[src/rtl/pc_pkg.sv]
// Shared types and constants for the PC generator and its redirect buffer.
package pc_pkg;

  // Redirect buffer state: RUN has nothing waiting, HOLD has a captured redirect.
  typedef enum logic {
    RUN,
    HOLD
  } state_t;

  // Kind of redirect held in the buffer; TRAP outranks BR when overwriting.
  typedef enum logic [1:0] {
    NONE,
    BR,
    TRAP
  } kind_t;

  // Default sequential increment (one 32-bit instruction).
  localparam int DEFAULT_INC = 4;

endpackage

[src/rtl/pc_gen_if.sv]
// Request/response bundle between the pipeline control and the PC generator.
// The master side raises stalls and redirects; the slave side (pc_gen) returns
// the fetch PC and status pulses.
interface pc_gen_if #(
  parameter int WIDTH  = 32,
  parameter int NSTALL = 3
);

  logic [NSTALL-1:0] stall;
  logic              trap_valid;
  logic [WIDTH-1:0]  trap_target;
  logic              br_valid;
  logic [WIDTH-1:0]  br_target;
  logic [WIDTH-1:0]  pc_out;
  logic [WIDTH-1:0]  pc_prev;
  logic              redir_taken;
  logic              pending;
  logic              misalign;

  modport master (
    output stall, trap_valid, trap_target, br_valid, br_target,
    input  pc_out, pc_prev, redir_taken, pending, misalign
  );

  modport slave (
    input  stall, trap_valid, trap_target, br_valid, br_target,
    output pc_out, pc_prev, redir_taken, pending, misalign
  );

endinterface

[src/rtl/pc_redir_buf.sv]
// Holds a redirect that arrives while the fetch stage is stalled so it is not
// lost. A trap may replace anything buffered; a branch may only replace an
// earlier branch. The first go cycle hands the buffer to the PC mux and clears it.
module pc_redir_buf
  import pc_pkg::*;
#(
  parameter int WIDTH = 32
) (
  input  logic             clk,
  input  logic             rst,
  input  logic             go,
  input  logic             trap_valid,
  input  logic [WIDTH-1:0] trap_target,
  input  logic             br_valid,
  input  logic [WIDTH-1:0] br_target,
  output logic             pending,
  output logic [WIDTH-1:0] buf_target
);

  state_t           state_q, state_d;
  kind_t            kind_q, kind_d;
  logic [WIDTH-1:0] target_q, target_d;

  // State, kind and raw target registers; reset drops any buffered redirect.
  always_ff @(posedge clk) begin
    if (rst) begin
      state_q  <= RUN;
      kind_q   <= NONE;
      target_q <= '0;
    end else begin
      state_q  <= state_d;
      kind_q   <= kind_d;
      target_q <= target_d;
    end
  end

  // Capture and overwrite rules; the raw target is kept so misalign can be
  // judged when the redirect is finally applied.
  always_comb begin
    state_d  = state_q;
    kind_d   = kind_q;
    target_d = target_q;
    case (state_q)
      RUN: begin
        if (!go) begin
          if (trap_valid) begin
            state_d  = HOLD;
            kind_d   = TRAP;
            target_d = trap_target;
          end else if (br_valid) begin
            state_d  = HOLD;
            kind_d   = BR;
            target_d = br_target;
          end
        end
      end
      HOLD: begin
        if (go) begin
          state_d  = RUN;
          kind_d   = NONE;
          target_d = '0;
        end else if (trap_valid) begin
          kind_d   = TRAP;
          target_d = trap_target;
        end else if (br_valid && (kind_q != TRAP)) begin
          kind_d   = BR;
          target_d = br_target;
        end
      end
      default: begin
        state_d  = RUN;
        kind_d   = NONE;
        target_d = '0;
      end
    endcase
  end

  assign pending    = (state_q == HOLD);
  assign buf_target = target_q;

endmodule

[src/rtl/pc_gen.sv]
// Fetch PC generator. Advances by INC in go cycles (no stall source active),
// or jumps to a trap, buffered or branch target in that priority order.
// Targets are word-aligned on the way in; a misaligned raw target is flagged.
module pc_gen
  import pc_pkg::*;
#(
  parameter int               WIDTH     = 32,
  parameter logic [WIDTH-1:0] RESET_VEC = '0,
  parameter int               NSTALL    = 3,
  parameter int               INC       = DEFAULT_INC
) (
  input logic     clk,
  input logic     rst,
  pc_gen_if.slave bus
);

  logic [NSTALL-1:0] stall_vec;
  logic              go;
  logic              buf_pending;
  logic [WIDTH-1:0]  buf_target;
  logic              sel_redir;
  logic [WIDTH-1:0]  sel_target;
  logic [WIDTH-1:0]  pc_next;
  logic [WIDTH-1:0]  pc_q;
  logic [WIDTH-1:0]  pc_prev_q;
  logic              redir_q;
  logic              misalign_q;

  assign stall_vec = bus.stall;
  assign go        = ~|stall_vec;

  pc_redir_buf #(
    .WIDTH(WIDTH)
  ) u_buf (
    .clk        (clk),
    .rst        (rst),
    .go         (go),
    .trap_valid (bus.trap_valid),
    .trap_target(bus.trap_target),
    .br_valid   (bus.br_valid),
    .br_target  (bus.br_target),
    .pending    (buf_pending),
    .buf_target (buf_target)
  );

  // Priority mux: trap, then buffered redirect, then branch, then increment.
  always_comb begin
    sel_redir  = 1'b0;
    sel_target = '0;
    if (bus.trap_valid) begin
      sel_redir  = 1'b1;
      sel_target = bus.trap_target;
    end else if (buf_pending) begin
      sel_redir  = 1'b1;
      sel_target = buf_target;
    end else if (bus.br_valid) begin
      sel_redir  = 1'b1;
      sel_target = bus.br_target;
    end
    pc_next = sel_redir ? {sel_target[WIDTH-1:2], 2'b00} : pc_q + WIDTH'(INC);
  end

  // PC and pc_prev update only in go cycles; the pulses mark the cycle the new PC is visible.
  always_ff @(posedge clk) begin
    if (rst) begin
      pc_q       <= RESET_VEC;
      pc_prev_q  <= RESET_VEC;
      redir_q    <= 1'b0;
      misalign_q <= 1'b0;
    end else if (go) begin
      pc_q       <= pc_next;
      pc_prev_q  <= pc_q;
      redir_q    <= sel_redir;
      misalign_q <= sel_redir & (|sel_target[1:0]);
    end else begin
      redir_q    <= 1'b0;
      misalign_q <= 1'b0;
    end
  end

  assign bus.pc_out      = pc_q;
  assign bus.pc_prev     = pc_prev_q;
  assign bus.redir_taken = redir_q;
  assign bus.misalign    = misalign_q;
  assign bus.pending     = buf_pending;

endmodule

[src/flat_wrapper.sv]
// flat-port wrapper written by rule: the top's interface ports become plain ports
module pc_gen_flat import pc_pkg::*;
#(
  parameter int               WIDTH     = 32,
  parameter logic [WIDTH-1:0] RESET_VEC = '0,
  parameter int               NSTALL    = 3,
  parameter int               INC       = DEFAULT_INC
)
  (clk, rst, bus_stall, bus_trap_valid, bus_trap_target, bus_br_valid, bus_br_target, bus_pc_out, bus_pc_prev, bus_redir_taken, bus_pending, bus_misalign);
  pc_gen_if #(.WIDTH(WIDTH), .NSTALL(NSTALL)) bus_i ();
  input logic clk;
  input logic rst;
  input wire logic [$bits(bus_i.stall)-1:0] bus_stall;
  input wire logic [$bits(bus_i.trap_valid)-1:0] bus_trap_valid;
  input wire logic [$bits(bus_i.trap_target)-1:0] bus_trap_target;
  input wire logic [$bits(bus_i.br_valid)-1:0] bus_br_valid;
  input wire logic [$bits(bus_i.br_target)-1:0] bus_br_target;
  output wire logic [$bits(bus_i.pc_out)-1:0] bus_pc_out;
  output wire logic [$bits(bus_i.pc_prev)-1:0] bus_pc_prev;
  output wire logic [$bits(bus_i.redir_taken)-1:0] bus_redir_taken;
  output wire logic [$bits(bus_i.pending)-1:0] bus_pending;
  output wire logic [$bits(bus_i.misalign)-1:0] bus_misalign;
  assign bus_i.stall = bus_stall;
  assign bus_i.trap_valid = bus_trap_valid;
  assign bus_i.trap_target = bus_trap_target;
  assign bus_i.br_valid = bus_br_valid;
  assign bus_i.br_target = bus_br_target;
  assign bus_pc_out = bus_i.pc_out;
  assign bus_pc_prev = bus_i.pc_prev;
  assign bus_redir_taken = bus_i.redir_taken;
  assign bus_pending = bus_i.pending;
  assign bus_misalign = bus_i.misalign;
  pc_gen #(.WIDTH(WIDTH), .RESET_VEC(RESET_VEC), .NSTALL(NSTALL), .INC(INC)) u_core (.clk(clk), .rst(rst), .bus(bus_i));
endmodule
[config.mk]
export PLATFORM = sky130hd
export DESIGN_NAME = pc_gen_flat
export DESIGN_NICKNAME = d
export VERILOG_FILES = /design/src/rtl/pc_pkg.sv /design/src/rtl/pc_gen_if.sv /design/src/rtl/pc_redir_buf.sv /design/src/rtl/pc_gen.sv /design/src/flat_wrapper.sv
export SDC_FILE = /design/constraint.sdc
export NUM_CORES = 1
export LEC_CHECK = 0
export CORE_ASPECT_RATIO = 0.5
export CORE_MARGIN = 2
export CORE_UTILIZATION = 40
export CTS_CLUSTER_SIZE = 8
export DETAILED_ROUTE_END_ITERATION = 12
export HOLD_SLACK_MARGIN = 0.12
export PLACE_DENSITY = 0.68
export RECOVER_POWER = 100
export SYNTH_ARGS = -nofsm -noshare
export SYNTH_HDL_FRONTEND = slang
export SYNTH_SLANG_ARGS = --single-unit
[constraint.sdc]
create_clock -name clk -period 4.8 [get_ports clk]
set_input_delay 0.48 -clock clk [delete_from_list [all_inputs] [get_ports clk]]
set_output_delay 0.48 -clock clk [all_outputs]
set_load 0.02 [all_outputs]
Word-level counts from Yosys, hierarchy flattened
Index checks and enable logic that the tools add are counted.
Operators by class
  reduce and logical (&&, ||, !) cells: 5
  mux-type cells: 25
  eq/ne operators: 4
  add/sub/neg operators: 1
  bitwise operators: 2
Operators with widths (count)
  $mux W32: 10
  $pmux W32 S2: 1
  $add A32 B3 Y32 const B: 1
  $mux W2: 6
  $mux W1: 6
  $ne A4 B4 Y1 const B: 1
  $pmux W2 S2: 1
  $reduce_or A4 Y1: 1
  $ne A3 B3 Y1 const B: 1
  $reduce_and A3 Y1: 1
  $reduce_or A3 Y1: 1
  $ne A2 B1 Y1 const B: 1
  $ne A2 B2 Y1 const B: 1
  $pmux W1 S2: 1
  $reduce_or A2 Y1: 1
  $and A1 B1 Y1: 1
  $logic_and A1 B1 Y1: 1
  $not A1 Y1: 1
Storage, ports and cells
  output and inout port bits: 67
  input bits: 71
  bits in registers: 101
  word-level logic and storage cells: 44

Logic depth before layout (Yosys ltp)
  depth after elaboration: 6
  mapped depth: 8

Modules after synthesis
Synthesis repeated with hierarchy kept, for this count alone.
Second synthesis, totals
  cells, all modules: 688
  area total of the unflattened synthesis: 5532.8 um^2
Modules (own cells, without submodules)
  pc_gen: seq. area each 1241.2 um^2, area an instance 3619.7 um^2, times used 1, cells an instance 495
  pc_redir_buf: seq. area each 700.7 um^2, area an instance 1913.1 um^2, times used 1, cells an instance 193

Worst setup path before layout
Ideal clock, no wire load.
  kind: flip-flop to flip-flop
  start point: register u_core.pc_q[2] (netlist: u_core.bus.pc_out[2])
  end point: register u_core.pc_q[28] (netlist: u_core.bus.pc_out[28])
  clock period less this slack: 2.010 ns
  arrival: 1.931 ns
  slack: 2.790 ns
  setup time: 0.079 ns
  stages on the path, launching flop included: 7
  path through: dfxtp_1 > ha_1 > nand3_1 > nor4_2 > nand3_1 > or4_1 > o211ai_1
Between the ends
  longest elaborated chain between the ends: 2
Ends and longest elaborated chain
  start, declared: line pc_gen.sv:24  | logic [WIDTH-1:0] pc_q;
  start signal, assigned: line pc_gen.sv:71  | pc_q <= pc_next;
  $add A32 B3 Y32: line pc_gen.sv:60  | pc_next = sel_redir ? {sel_target[WIDTH-1:2], 2'b00} : pc_q + WIDTH'(INC);
  $mux W32: line pc_gen.sv:60
Every way passes these cells.
A chain may end at the register's enable or synchronous reset.

Worst setup path in the final report
  start point: input bus_br_valid
  end point: register u_core.pc_q[27] (netlist: u_core.bus.pc_out[27])
Between the ends
  longest elaborated chain between the ends: 4
  elaborated cells between the ends (all ways): 7
Ends and longest elaborated chain
  start, declared: line flat_wrapper.sv:16  | input wire logic [$bits(bus_i.br_valid)-1:0] bus_br_valid;
  $mux W32 / $mux W1 (equally long branches): line pc_gen.sv:56  | end else if (bus.br_valid) begin
  $mux W32 / $mux W1 (equally long branches): line pc_gen.sv:53  | end else if (buf_pending) begin
  $mux W32 / $mux W1 (equally long branches): line pc_gen.sv:50  | if (bus.trap_valid) begin
  $mux W32 *: line pc_gen.sv:60
Every way passes the cells marked *; elsewhere a longest branch is shown, timed or not.

==> metrics.log <==
INFO  metric timing.reg2reg.worst_path_depth = 7
INFO  metric critical_path_peak_fanout = 14
INFO  metric grt_pass1_vias = between 5000 and 6000
INFO  metric synthArstFlopShare = 0%
INFO  metric failed_checks = max-capacitance violations, max-slew violations
INFO  metric hold_path_depth = 2
INFO  metric yosys-top-cells-area = dfxtp_1, a21oi_1, nand2_1
INFO  metric synth-warning-count = 0
INFO  metric holdCritPathClass = flip-flop to flip-flop
INFO  metric clock_tree.buffer_depth = 2
INFO  metric post_syn_instances = 695
INFO  metric wire_length_of_the_first_global_routing_pass = 27400 um
INFO  metric irDropWorstVdd = 0.000157 V
INFO  metric nFillCells = around 1200
INFO  metric cap_violations = 1
INFO  metric worst_slew_pin_slew = 1.73 ns
INFO  metric crit_buf_inv = 1
INFO  metric num_io_pins = approximately 140
INFO  metric inserted_clock_buffers = 9
INFO  metric layout_setup_ws = roughly 1.4 ns
INFO  metric drc = 0
INFO  metric finish.cell_count_without_fillers = 962
INFO  metric worst_path_largest_cell_delay = 1.40 ns
INFO  metric first_iter_violations = 612
INFO  metric hp-start = u_core.bus.pc_prev[10]$_SDFFE_PP0N_
INFO  metric type_of_the_setup_path_with_the_least_slack = primary input to flip-flop
INFO  metric worst_setup_path_start_kind = primary input
INFO  metric vias_per_cell = approximately 6
INFO  metric timing_max_transition_violations_final = 15
INFO  metric post-route-period-util = 69.9%
INFO  metric cts_hold_buf = 0
INFO  metric core-area = approximately 13000 um^2
INFO  metric htree_num_levels = 3
INFO  metric wl = ~17000 um
INFO  metric ys_types = 59
INFO  metric reg2reg_to = u_core.u_buf.buf_target[25]$_SDFFE_PP0P_
INFO  metric finalClockSkew = 0.00877 ns
INFO  metric critical_path_required = 5.08 ns
INFO  metric dpl.hpwl = 12200 um
INFO  metric drive_above_1_share = just over 5%
INFO  metric power_per_cell_area = 289 nW/um^2
INFO  metric min_period = 3.35 ns
INFO  metric grt_antenna_before_repair = 0
INFO  metric clk_pin_slew_worst_paths = 0.07 ns
INFO  metric grt_setup_unrepaired = false
INFO  metric gates_resized_cts_repair = 0
INFO  metric synth_top_area_share = 36.9%
INFO  metric most_frequently_used_cell_type_in_the_post_synthesis_netlist = nand2_1
INFO  metric via_count = roughly 5700
INFO  metric worst_r2r_startpoint = u_core.u_buf.pending$_SDFF_PP0_
INFO  metric synth_ff_type = dfxtp_1
INFO  metric initial_core_utilization = 41.3%
INFO  metric antenna_violating_nets_post_route = 0
INFO  metric critical_path.endpoint_type = flip-flop
INFO  metric antenna_cells_inserted = 0
INFO  metric gr_util_all_layers = 24.0%
INFO  metric hold_violations_final = 0
INFO  metric port_buffers = 133
INFO  metric detailedRoute.firstPassIterationCount = 5
INFO  metric syn-cell-area = roughly 5300 um^2
INFO  metric syn_area_per_cell = 7.57 um^2
INFO  metric routedWlPerCell = 18.0 um
INFO  metric globalRouteOverflowTotal = 0
INFO  metric finalSetupViolations = 0
INFO  metric grt_start_max_net_pins = 74
INFO  metric result_of_the_run = finished, violations left
INFO  metric clock.fmax = 298 MHz
INFO  metric power_leakage = 2.55 nW
INFO  metric dieArea = 14100 um^2
INFO  metric synth.cells.most_frequent = nand2_1, dfxtp_1, a21oi_1, nor2_1, clkbuf_1
INFO  metric clock_sink_count = 97
INFO  metric row_count = 29
INFO  metric die_height = 85.1 um
INFO  metric floorplan.die.width = 166 um
INFO  metric synth.largest_area_cell = dfxtp_1
INFO  metric maxSlewHeadroom = -16.4%
INFO  metric arrival = 3.63 ns
INFO  metric clock_tree_from_tritoncts = done
INFO  metric cellInternalPower = between 1 and 1.5 mW
INFO  metric worst_skew_pair.late_latency = 0.35 ns
INFO  metric cp.depth = 5
INFO  metric post_cts_setup_repair_bufs = 0
INFO  metric place_ws = 1.82 ns
INFO  metric final.setup.tns = 0 ns
INFO  metric timing.reg2reg.setup_slack = 1.51 ns
INFO  metric timing.critical_path.max_delay_family = simple AND/OR/NAND/NOR gates
INFO  metric combPwrFrac = between 10% and 20%
INFO  metric total_switching_power = 583 uW
INFO  metric critical_path.cell_chain = dlygate4sd3_1, nor3_1, nand2b_1, or4_1, o211ai_1
INFO  metric synth-edff-count = 0
INFO  metric placed_cell_count = 946
INFO  metric clock_tree.root_cell = clkbuf_16
INFO  metric synth.ff_latch_count = 97
INFO  metric area.growth.synth_to_final = 30.9%
INFO  metric power_switching_share = 29.2%
INFO  metric share_clk_of_total_power = 39.1%
INFO  metric whs_endpoint = u_core.bus.pc_prev[10]$_SDFFE_PP0N_
INFO  metric routability_congestion_estimate = around 0.90
INFO  metric seq_area_frac_synth = a little under two fifths
INFO  metric seq_power_share = 44.2%
INFO  metric finalNetCount = 859
INFO  metric worst_path_max_delay_cell = nor3_1
[worst register-to-register path: stages (launching register included)]
cell,delay (ns)
dfxtp_1,0.47
clkbuf_1,1.07
nand3b_1,0.28
a21oi_1,0.22
buf_4,0.25
o21bai_1,0.45
o22ai_1,0.36
nor2_1,0.06
[layout make-up]
cell class / count / area, um^2 / share of cell area [%]
multi-input cells: 520 / 2930 / 42.6
clock buffers: 9 / 225 / 3.27
flip-flops and latches: 97 / 1940 / 28.2
clock inverters: 7 / 95.1 / 1.38
repair buffers: 147 / 1440 / 20.8
well taps: 170 / 213 / 3.09
inverters: 12 / 45.0 / 0.654
[cell usage in the layout (no fill, tap or decap), types with 10 or more instances in the layout]
master	synthesis	routed
a211oi_1	16	16
a21oi_1	79	79
a221oi_1	10	10
a22oi_1	15	15
a31oi_1	23	23
buf_4	7	12
clkdlybuf4s50_1	0	67
dfxtp_1	97	97
dlygate4sd3_1	0	64
inv_1	11	11
nand2_1	103	103
nand3_1	17	17
nand4_1	11	11
nor2_1	57	57
nor2b_1	11	11
nor3_1	22	22
o21ai_0	34	34
o21bai_1	9	10
o22ai_1	22	22
[stage by stage]
stage | utilization (%) | total power [mW] | hold WS, ns | instance area [um^2]
2_1_floorplan | - | 1.09 | 0.433 | 5270
3_3_place_gp | 51.7 | 1.23 | 0.442 | 6590
3_5_place_dp | 51.7 | 1.23 | 0.447 | 6590
4_1_cts | 54.2 | 2.00 | 0.457 | 6910
5_1_grt | 54.1 | 2.07 | 0.467 | 6890
6_report | 54.1 | 1.99 | 0.452 | 6890
[state kept, by name (all words and copies together) (netlist names)]
| register | cells |
|---|---|
| u_core.u_buf.buf_target | 32 |
| u_core.u_buf.kind_q | 2 |
| u_core.bus.misalign | 1 |
| u_core.bus.pc_out | 30 |
| u_core.bus.redir_taken | 1 |
| u_core.bus.pc_prev | 30 |
| u_core.u_buf.pending | 1 |
[worst max-delay path by stage]
stage                                       from                                 end  slack [ns]
2_1_floorplan  u_core.bus.pc_out[2]$_SDFFE_PP0N_  u_core.bus.pc_out[28]$_SDFFE_PP0N_        2.79
3_3_place_gp                      bus_trap_valid  u_core.bus.pc_out[16]$_SDFFE_PP0N_        1.84
3_5_place_dp                        bus_stall[0]  u_core.bus.pc_out[15]$_SDFFE_PP0N_        1.82
4_1_cts                             bus_stall[0]  u_core.bus.pc_out[15]$_SDFFE_PP0N_        2.20
5_1_grt                             bus_br_valid  u_core.bus.pc_out[27]$_SDFFE_PP0N_        1.23
6_report                            bus_br_valid  u_core.bus.pc_out[27]$_SDFFE_PP0N_        1.45
[routing by layer]
layer	track usage, %	part of all wire, %	vias up
li1	-	-	2723
met1	36.8	49	2674
met2	33.8	42	248
met3	5.78	8.3	14
met4	5.14	0.97	0
met5	0	0	-
[kinds of logic after synthesis]
group	after synthesis	share of synthesized area, %
AND/OR/NAND/NOR	268	25.2
XOR/XNOR	2	0.333
adder cells (fa/ha/maj)	1	0.238
flip-flops	97	36.9
AO/OA/AOI/OAI	236	28.0
buffers and inverters	81	7.52
other	1	0.0713
multiplexers	9	1.71
[power groups by stage]
stage | sequential, mW | combinational (mW) | clock (mW)
6_report | 0.881 | 0.333 | 0.778
3_3_place_gp | 0.897 | 0.331 | 0
2_1_floorplan | 0.901 | 0.190 | 0
4_1_cts | 0.880 | 0.335 | 0.788
3_5_place_dp | 0.899 | 0.334 | 0
5_1_grt | 0.886 | 0.362 | 0.823
(Power assumes the default switching activity.)
